**src/rtl/stream_demux1to4_pkg.sv**
```systemverilog
// Shared definitions for the 1-to-4 packet stream demultiplexer:
// channel count, select width and the packet-tracking FSM states.
package stream_demux1to4_pkg;

    localparam int NUM_CH = 4;
    localparam int SEL_W  = 2;

    typedef enum logic {
        IDLE  = 1'b0,
        ROUTE = 1'b1
    } state_e;

endpackage

```
**src/rtl/stream_slot.sv**
```systemverilog
// One-entry valid/ready output register. A load always wins and replaces the
// entry, so a simultaneous drain and load sustains one beat per cycle.
module stream_slot #(
    parameter int W = 33
) (
    input  logic         clk,
    input  logic         rst_n,
    input  logic         load_i,
    input  logic [W-1:0] data_i,
    input  logic         ready_i,
    output logic         valid_o,
    output logic [W-1:0] data_o
);

    logic         r_valid;
    logic [W-1:0] r_data;

    always_ff @(posedge clk or negedge rst_n) begin
        if (!rst_n) begin
            r_valid <= 1'b0;
            r_data  <= '0;
        end else if (load_i) begin
            r_valid <= 1'b1;
            r_data  <= data_i;
        end else if (r_valid && ready_i) begin
            r_valid <= 1'b0;
        end
    end

    assign valid_o = r_valid;
    assign data_o  = r_data;

endmodule

```
**src/rtl/stream_demux1to4.sv**
```systemverilog
// Packet-aware 1-to-4 stream demultiplexer: the channel is chosen by select_i
// on the first beat of a packet and locked until the last beat is accepted.
module stream_demux1to4
    import stream_demux1to4_pkg::*;
#(
    parameter int DWidth = 32
) (
    input  logic                           clk,
    input  logic                           rst_n,
    input  logic [DWidth-1:0]              data_i,
    input  logic [SEL_W-1:0]               select_i,
    input  logic                           valid_i,
    input  logic                           last_i,
    output logic                           ready_o,
    output logic [NUM_CH-1:0][DWidth-1:0]  data_o,
    output logic [NUM_CH-1:0]              valid_o,
    output logic [NUM_CH-1:0]              last_o,
    input  logic [NUM_CH-1:0]              ready_i,
    output logic                           busy_o,
    output logic [SEL_W-1:0]               route_o
);

    state_e            r_state;
    state_e            w_state_next;
    logic [SEL_W-1:0]  r_route_q;
    logic [SEL_W-1:0]  w_route;
    logic              w_accept;
    logic              w_load_route;

    always_ff @(posedge clk or negedge rst_n) begin
        if (!rst_n) begin
            r_state   <= IDLE;
            r_route_q <= '0;
        end else begin
            r_state <= w_state_next;
            if (w_load_route) begin
                r_route_q <= select_i;
            end
        end
    end

    always_comb begin
        w_state_next = r_state;
        w_load_route = 1'b0;
        if (w_accept) begin
            case (r_state)
                IDLE: begin
                    if (!last_i) begin
                        w_state_next = ROUTE;
                        w_load_route = 1'b1;
                    end
                end
                ROUTE: begin
                    if (last_i) begin
                        w_state_next = IDLE;
                    end
                end
                default: w_state_next = IDLE;
            endcase
        end
    end

    // Input readiness depends only on the slot of the effective route, never on valid_i.
    always_comb begin
        w_route  = (r_state == ROUTE) ? r_route_q : select_i;
        route_o  = w_route;
        ready_o  = ~valid_o[w_route] | ready_i[w_route];
        w_accept = valid_i & ready_o;
        busy_o   = (r_state == ROUTE);
    end

    generate
        for (genvar gi = 0; gi < NUM_CH; gi++) begin : g_ch
            logic              w_load;
            logic [DWidth:0]   w_slot_q;

            assign w_load = w_accept && (w_route == SEL_W'(gi));

            stream_slot #(
                .W (DWidth + 1)
            ) u_slot (
                .clk     (clk),
                .rst_n   (rst_n),
                .load_i  (w_load),
                .data_i  ({last_i, data_i}),
                .ready_i (ready_i[gi]),
                .valid_o (valid_o[gi]),
                .data_o  (w_slot_q)
            );

            assign data_o[gi] = w_slot_q[DWidth-1:0];
            assign last_o[gi] = w_slot_q[DWidth];
        end
    endgenerate

endmodule
```
**config.mk**
```make
export PLATFORM = sky130hd
export DESIGN_NAME = stream_demux1to4
export DESIGN_NICKNAME = d
export VERILOG_FILES = /design/src/rtl/stream_demux1to4_pkg.sv /design/src/rtl/stream_slot.sv /design/src/rtl/stream_demux1to4.sv
export SDC_FILE = /design/constraint.sdc
export NUM_CORES = 1
export LEC_CHECK = 0
export CORE_ASPECT_RATIO = 0.9
export CORE_MARGIN = 3
export CORE_UTILIZATION = 47
export CTS_CLUSTER_DIAMETER = 100
export CTS_CLUSTER_SIZE = 28
export DETAILED_ROUTE_END_ITERATION = 16
export PLACE_DENSITY = 0.86
export SYNTH_ARGS = -nofsm -noshare
export SYNTH_HDL_FRONTEND = slang
export SYNTH_HIERARCHICAL = 1
export SYNTH_SLANG_ARGS = --single-unit
export TNS_END_PERCENT = 100
```
**constraint.sdc**
```tcl
create_clock -name clk -period 2.46 [get_ports clk]
set_input_delay 0.492 -clock clk [delete_from_list [all_inputs] [get_ports clk]]
set_output_delay 0.492 -clock clk [all_outputs]
set_load 0.05 [all_outputs]
```
# Yosys cells after proc, flatten, opt, wreduce, memory -nomap -nowiden
# Index checks and enable logic that the tools add are counted.
[op_classes]
order_cmp = 1
n_eq_ne = 3
mux = 16
n_bitwise = 3
n_reduce_logical = 13
[op_table]
columns = ["cell", "n"]
rows = [
  ["1-bit two-way mux", 13],
  ["1-bit logical AND", 8],
  ["2-bit nonzero test", 4],
  ["1-bit binary-select mux with 2-bit select", 2],
  ["2-bit equality test, second input constant", 2],
  ["2-bit by 3-bit < comparator with 1-bit output, second input constant", 1],
  ["2-bit by 1-bit equality test with 1-bit output, second input constant", 1],
  ["2-bit logical NOT", 1],
  ["2-bit two-way mux", 1],
  ["1-bit bitwise AND", 1],
  ["1-bit NOT", 1],
  ["1-bit bitwise OR", 1],
]
[word_totals]
ff_bits = 139
input_bits = 42
output_inout_bits = 140

# Logic depth before layout (Yosys ltp)
# Gate-level depths: netlist (run 1).
[logic_depth]
depth_word = 8
ltp_mapped = 7

# Modules after synthesis
# Netlist (run 1), hierarchy kept.
[modules_own_cells]
columns = ["module", "instances", "cells_per_inst", "area_each_um2", "seq_area_each_um2"]
rows = [
  ["stream_slot", 4, 73, 1413.9, 850.8],
  ["stream_demux1to4", 1, 28, 265.3, 75.1],
]

# Worst setup path before layout (run 1)
# OpenSTA, ideal clock, no wires.
[synth_path]
path_type = "register to register"
start = "register r_state, in the netlist busy_o"
end = "register g_ch[1].u_slot.r_data[10]"
arrival_time_ns = 2.311
slack_ns = 0.024
stages_incl_launch_ff = 7
synth_period_minus_slack_ns = 2.436
path_cell_list = "dfrtp_1 > mux2_2 > a311o_4 > nor2_1 > buf_6 > buf_12 > mux2_4"
[synth_via]
elab_chain_len = 7
word_cells_on_any_way = 10
[synth_rtl]
columns = ["element", "line", "source"]
rows = [
  ["start, declared", "stream_demux1to4.sv:23", "state_e r_state;"],
  ["start signal, assigned", "stream_demux1to4.sv:35", "r_state <= w_state_next;"],
  ["2-bit two-way mux (*)", "stream_demux1to4.sv:65", "w_route = (r_state == ROUTE) ? r_route_q : select_i;"],
  ["named net route_o[1]", "stream_demux1to4.sv:20", "output logic [SEL_W-1:0] route_o"],
  ["1-bit binary-select mux with 2-bit select", "stream_demux1to4.sv:67", "ready_o = ~valid_o[w_route] | ready_i[w_route];"],
  ["1-bit two-way mux (implied by the code)", "stream_demux1to4.sv:67", ""],
  ["1-bit NOT", "stream_demux1to4.sv:67", ""],
  ["1-bit bitwise OR", "stream_demux1to4.sv:67", ""],
  ["1-bit bitwise AND", "stream_demux1to4.sv:68", "w_accept = valid_i & ready_o;"],
  ["1-bit logical AND (*)", "stream_demux1to4.sv:77", "assign w_load = w_accept && (w_route == SEL_W'(gi));"],
  ["named net g_ch[1].w_load", "stream_demux1to4.sv:74", "logic w_load;"],
  ["end signal, assigned", "stream_slot.sv:24", "r_data <= data_i;"],
  ["end, declared", "stream_slot.sv:16", "logic [W-1:0] r_data;"],
]
# Mark *: on every way through the listed nets, which the timed path passes. The rest lies on a longest branch. The select of a mux whose other input is x is not followed.
# A chain may end at the register's enable or synchronous reset.

# Final worst setup path (run 1)
[layout_path]
start = "input port select_i[0]"
end = "output port ready_o"
[layout_via]
elab_chain_len = 5
word_cells_on_any_way = 7
[layout_rtl]
columns = ["element", "line", "source"]
rows = [
  ["start, declared", "stream_demux1to4.sv:11", "input logic [SEL_W-1:0] select_i,"],
  ["2-bit two-way mux (*)", "stream_demux1to4.sv:65", ""],
  ["1-bit binary-select mux with 2-bit select", "stream_demux1to4.sv:67", ""],
  ["1-bit two-way mux (implied by the code)", "stream_demux1to4.sv:67", ""],
  ["1-bit NOT", "stream_demux1to4.sv:67", ""],
  ["1-bit bitwise OR (*)", "stream_demux1to4.sv:67", ""],
  ["end, declared", "stream_demux1to4.sv:14", "output logic ready_o,"],
]
# Mark *: on every way between the ends. The rest lies on a longest branch, timed or not. The select of a mux whose other input is x is not followed.

==> results of run 1 <==
[path summary, 6_finish.rpt]
path | cells past startpoint | slack (ns) | end
worst max register to register | 5 | 0.36 | g_ch[0].u_slot/data_o[3]$_DFFE_PN0P_
worst max-delay path | 5 | 0.06 | ready_o
min in group clk | 1 | 0.49 | r_route_q[0]$_DFFE_PN0P_
worst min register to register | 1 | 0.49 | r_route_q[0]$_DFFE_PN0P_
worst min-delay path | 1 | 0.05 | g_ch[3].u_slot/data_o[30]$_DFFE_PN0P_
max in group asynchronous | 2 | 1.67 | g_ch[1].u_slot/data_o[1]$_DFFE_PN0P_
[state kept, by name, indices dropped and copies added (netlist names)]
signal               cells
busy_o                   1
g_ch.u_slot/data_o     132
g_ch.u_slot/valid_o      4
r_route_q                2
[kinds of logic (layout without fill, tap and decap cells)]
| family | after synthesis | count (layout) | share of synthesized area, % |
|---|---|---|---|
| buffers and inverters | 25 | 240 | 5.39 |
| and+or+nand+nor | 10 | 10 | 0.866 |
| DFF | 139 | 139 | 58.7 |
| AOI/OAI and AO/OA | 10 | 10 | 1.73 |
| muxes | 136 | 136 | 33.3 |
[layout by cell type (no fill, tap or decap), types with 2 or more instances in the layout]
cell             Yosys  layout
inv_1                9       9
clkbuf_1             0       2
clkdlybuf4s50_1      0     177
dfrtp_1            139     139
nor2_4               0       4
mux2_4             117     117
mux2_2              17      17
buf_12              12      12
clkinv_4             0       2
o21ai_0              2       2
bufinv_16            0       5
buf_4                0       9
a21o_1               4       4
nand2_1              3       2
clkbuf_8             0       3
clkbuf_16            0      17
clkinvlp_4           0       2
[per-stage QoR]
stage,utilization [%],std cells,instance area [µm²],setup TNS [ns]
after floorplan,-,320,5920,0
after global placement,65.2,661,7940,-5.96
after detailed placement,65.2,661,7940,-8.48
after CTS,70.7,694,8610,0
after global routing,70.8,695,8620,0
final,70.8,695,8620,0
[critical path: stages]
cell             delay (ns)
clkdlybuf4s50_1        0.42
mux2_4                 0.33
a311o_4                0.43
nand2_2                0.09
buf_12                 0.14
[final cells by class]
cell class	instances	area, µm²
Clock buffer	22	474
Fill cell	821	3550
Inverter	9	33.8
Clock inverter	10	188
Tap cell	160	200
Timing Repair Buffer	199	2090
Sequential cell	139	3480
Multi-Input combinational cell	156	2160
[metal layers]
metal | vias up | global-route usage (%) | share of wire [%]
li1 | 1526 | - | -
met1 | 1805 | 25.7 | 41
met2 | 117 | 35.2 | 52
met3 | 12 | 6.28 | 5.1
met4 | 0 | 5.99 | 1.1
met5 | - | 0 | 0
[what timing repair did]
item,CTS,global route
setup buffers,1,1
endpoints found under the setup margin,1,1
resized for setup,0,1
pin swaps,2,0
==> flow_metrics.tcl, run 1 <==
set metrics [dict create \
    layout.nets 564 \
    yosys.area.top_type_share_pct 58.7 \
    diodes 0 \
    drive_gt1_share_pct 36.4 \
    setup_viol 0 \
    ys_top_cells_by_area "dfrtp_1, mux2_4, buf_12" \
    worst_setup_path_end_kind "output port" \
    syn2layout_area_growth_pct 45.6 \
    antenna_found_initial 0 \
    yosysMostFrequentCell "dfrtp_1" \
    dr.first_iter.drc_count 195 \
    clk_pin_slew_ns 0.06 \
    first_pass_iters 4 \
    syn_area_um2 5920 \
    fin_skew_ns 0.00741 \
    pre_cts_slack_ns -0.151 \
    grt_overflow 0 \
    grt_pass1_wl_mm 22.4 \
    synth_edf_count 0 \
    rsz0062_at_grt "no" \
    wl_mm 14.0 \
    startpoint_type "input pin" \
    insertion_delay_ns 0.41 \
    relSlewSlack_pct 59.1 \
    layout_setup_ws_ns 0.0648 \
    ys.flop_type "dfrtp_1" \
    synthCells 320 \
    slew_violations 0 \
    vias 3460 \
    ys_warn_count 6 \
    drc 0 \
    die_h_um 112 \
    grt_pass1_vias 3820 \
    coreArea_um2 12200 \
    viasPerCell 4.98 \
    cts_tree "built" \
    initial_core_util_pct 48.6 \
    r2r-start "busy_o$_DFFE_PN0P_" \
    ant_nets 0 \
    async_flop_share_pct 100 \
    io_pins 182 \
    cts.sinks 139 \
    routabilityCongestion 0.752 \
    htree_levels 4 \
    synth_cell_types 19 \
    cp_max_fo 6 \
    avgSynthCellArea_um2 18.5 \
    path_class "in2out" \
    synth_area_leader_cell "dfrtp_1" \
    hold_class "in2async" \
    num_rows 38 \
    dp_hpwl_mm 9.71 \
    whs_ns 0.0530 \
    ys_seq_area_share_pct 58.7 \
    fmax_mhz 418 \
    cts_root_buffer "clkbuf_16" \
    clock_path_buffers 2 \
    tightest_slew_ns 0.613 \
    fp.dieW_um 124 \
    synthTopCellsByCount "dfrtp_1, mux2_4, mux2_2" \
    track_usage_pct 20.7 \
    cp.arrival_ns 1.90 \
    status "finished, final reports clean" \
    numCtsBuffers 17 \
    fp.dieArea_um2 14000 \
    min_period_ns 2.40 \
    startpoint "select_i[0]" \
    cts_hold_buf 0 \
    timing.final.crit_share_pct 97.4 \
    max_cap_violations 0 \
    required_ns 1.97 \
    io_buffers 181 \
    grt_max_degree 65 \
    wire_per_inst_um 20.1 \
    synth_fp_nets 362 \
    final_hold_viol_count 0 \
    synth_seq_cells 139 \
]
Power of run 1 is left out: the tool's default activity adds up to more than one toggle a clock period on the data nets, which glitch-free logic cannot reach.
==> run 2, diff against run 1 <==
ABC_AREA = 0   (was default)
==> results of run 2 <==
The final DEF is identical to that of run 1; final timing and power are the same.
Power of run 2 is left out for the same reason.
==> run 3, diff against run 2 <==
CORE_UTILIZATION = 44   (was 47)
PLACE_DENSITY = 0.82   (was 0.86)
==> flow_metrics.tcl, run 3 (synthesis results as in run 1) <==
set metrics [dict create \
    status "finished, final reports clean" \
    cp.arrival_ns 1.93 \
    die_h_um 116 \
    fillers 869 \
    grt_max_degree 66 \
    startpoint_type "flip-flop" \
    seqCellArea_um2 3480 \
    path_cells "mux2_4 > buf_4 > o311ai_4 > nand2_2 > buf_12" \
    diodes 0 \
    slowest_stage "dfrtp_2" \
    first_pass_iters 4 \
    final_hold_viol_count 0 \
    largest_reg_flops 132 \
    dp_hpwl_mm 9.72 \
    cts_hold_buf 0 \
    fp.dieArea_um2 14900 \
    drc 0 \
    cts_tree "built" \
    min_period_ns 2.42 \
    cts_root_buffer "clkbuf_16" \
    dr.first_iter.drc_count 115 \
    slowest_delay_ns 0.44 \
    hold_class "in2async" \
    met1_usage_pct 25.8 \
    max_cap_violations 0 \
    cp_max_fo 5 \
    clock_path_buffers 2 \
    setup_viol 0 \
    track_usage_pct 19.2 \
    viasPerCell 4.96 \
    coreArea_um2 12900 \
    tns_ns 0 \
    layout_setup_ws_ns 0.0392 \
    initial_core_util_pct 45.8 \
    fmax_mhz 413 \
    layout.nets 566 \
    tightest_slew_ns 0.608 \
    pre_cts_slack_ns -0.120 \
    worst_setup_path_end_kind "output port" \
    insertion_delay_ns 0.41 \
    layout_commonest_cell "clkdlybuf4s50_1" \
    globalRouteMet3Util_pct 6.64 \
    slew_violations 0 \
    routabilityCongestion 0.752 \
    io_pins 182 \
    relSlewSlack_pct 59.4 \
    grt_pass1_vias 3794 \
    numCtsBuffers 17 \
    antenna_found_initial 0 \
    final_cell_mix "clkdlybuf4s50_1, dfrtp_1, mux2_4" \
    timing.final.crit_share_pct 98.4 \
    num_rows 39 \
    wl_mm 13.9 \
    ant_nets 0 \
    grt_overflow 0 \
    final_util_pct 66.1 \
    vias 3473 \
    required_ns 1.97 \
    cts.sinks 139 \
    fin_skew_ns 0.00934 \
    fp.dieW_um 128 \
    htree_levels 4 \
    syn2layout_area_growth_pct 44.3 \
    wire_per_inst_um 19.8 \
    grt_busiest_layer "met2" \
    drive_gt1_share_pct 37.1 \
    io_buffers 181 \
    clk_pin_slew_ns 0.06 \
    use_met2_pct 29.5 \
    grt_pass1_wl_mm 21.8 \
    whs_ns 0.0633 \
    multi_input_area_um2 2160 \
    path_class "reg2out" \
]
## run 3: cell count changes in the layout (fill, tap and decap cells not counted), sizes merged
cell / previous run / this run
buf: 22 / 24
bufinv: 5 / 1
clkbuf: 22 / 20
clkdlybuf4s50: 177 / 176
clkinv: 3 / 5
clkinvlp: 2 / 5
dlymetal6s2s: 0 / 1
## run 3: area by class of cell
type	instances	share of cell area [%]
Clock buffer	20	5.46
Clock inverter	11	1.13
Inverter	9	0.395
Multi-Input combinational cell	156	25.2
Sequential cell	139	40.7
Tap cell	164	2.40
Timing Repair Buffer	201	24.7
## run 3: per-layer routing
| layer | part of all wire [%] | routed length (µm) | vias to the layer above |
|---|---|---|---|
| met5 | 0 | 0 | - |
| met4 | 0.86 | 119 | 0 |
| met3 | 7.9 | 1090 | 9 |
| met2 | 47 | 6510 | 125 |
| met1 | 44 | 6150 | 1812 |
| li1 | - | - | 1527 |
## run 3: what timing repair did
item,4_1_cts,5_1_grt
endpoints found under the setup margin,1,1
pin swaps,0,3
setup buffers,0,3
resized for setup,2,1
## run 3: worst paths after layout
check,slack [ns],end,depth (start not counted),startpoint
worst max register to register,0.21,g_ch[3].u_slot/data_o[31]$_DFFE_PN0P_,8,busy_o$_DFFE_PN0P_
worst min register to register,0.50,r_route_q[0]$_DFFE_PN0P_,1,r_route_q[0]$_DFFE_PN0P_
min in group clk,0.37,r_route_q[0]$_DFFE_PN0P_,2,select_i[0]
worst min-delay path,0.06,busy_o$_DFFE_PN0P_,1,rst_n
worst max-delay path,0.04,ready_o,5,busy_o$_DFFE_PN0P_
max in group asynchronous,1.69,g_ch[2].u_slot/data_o[26]$_DFFE_PN0P_,2,rst_n
## run 3: through the flow
stage	std cells	area [µm²]
floorplan	320	5920
global placement	666	7950
detailed placement	666	7950
CTS	697	8520
global route	700	8550
finish	700	8550
## run 3: worst max-delay path, delay by kind of cell, from the launching register on
kind,cells,cell delay [ns]
compound gates,1,0.30
buf+inv,2,0.31
flops,1,0.44
simple gates,1,0.11
mux,1,0.35
Power of run 3 is left out for the same reason.
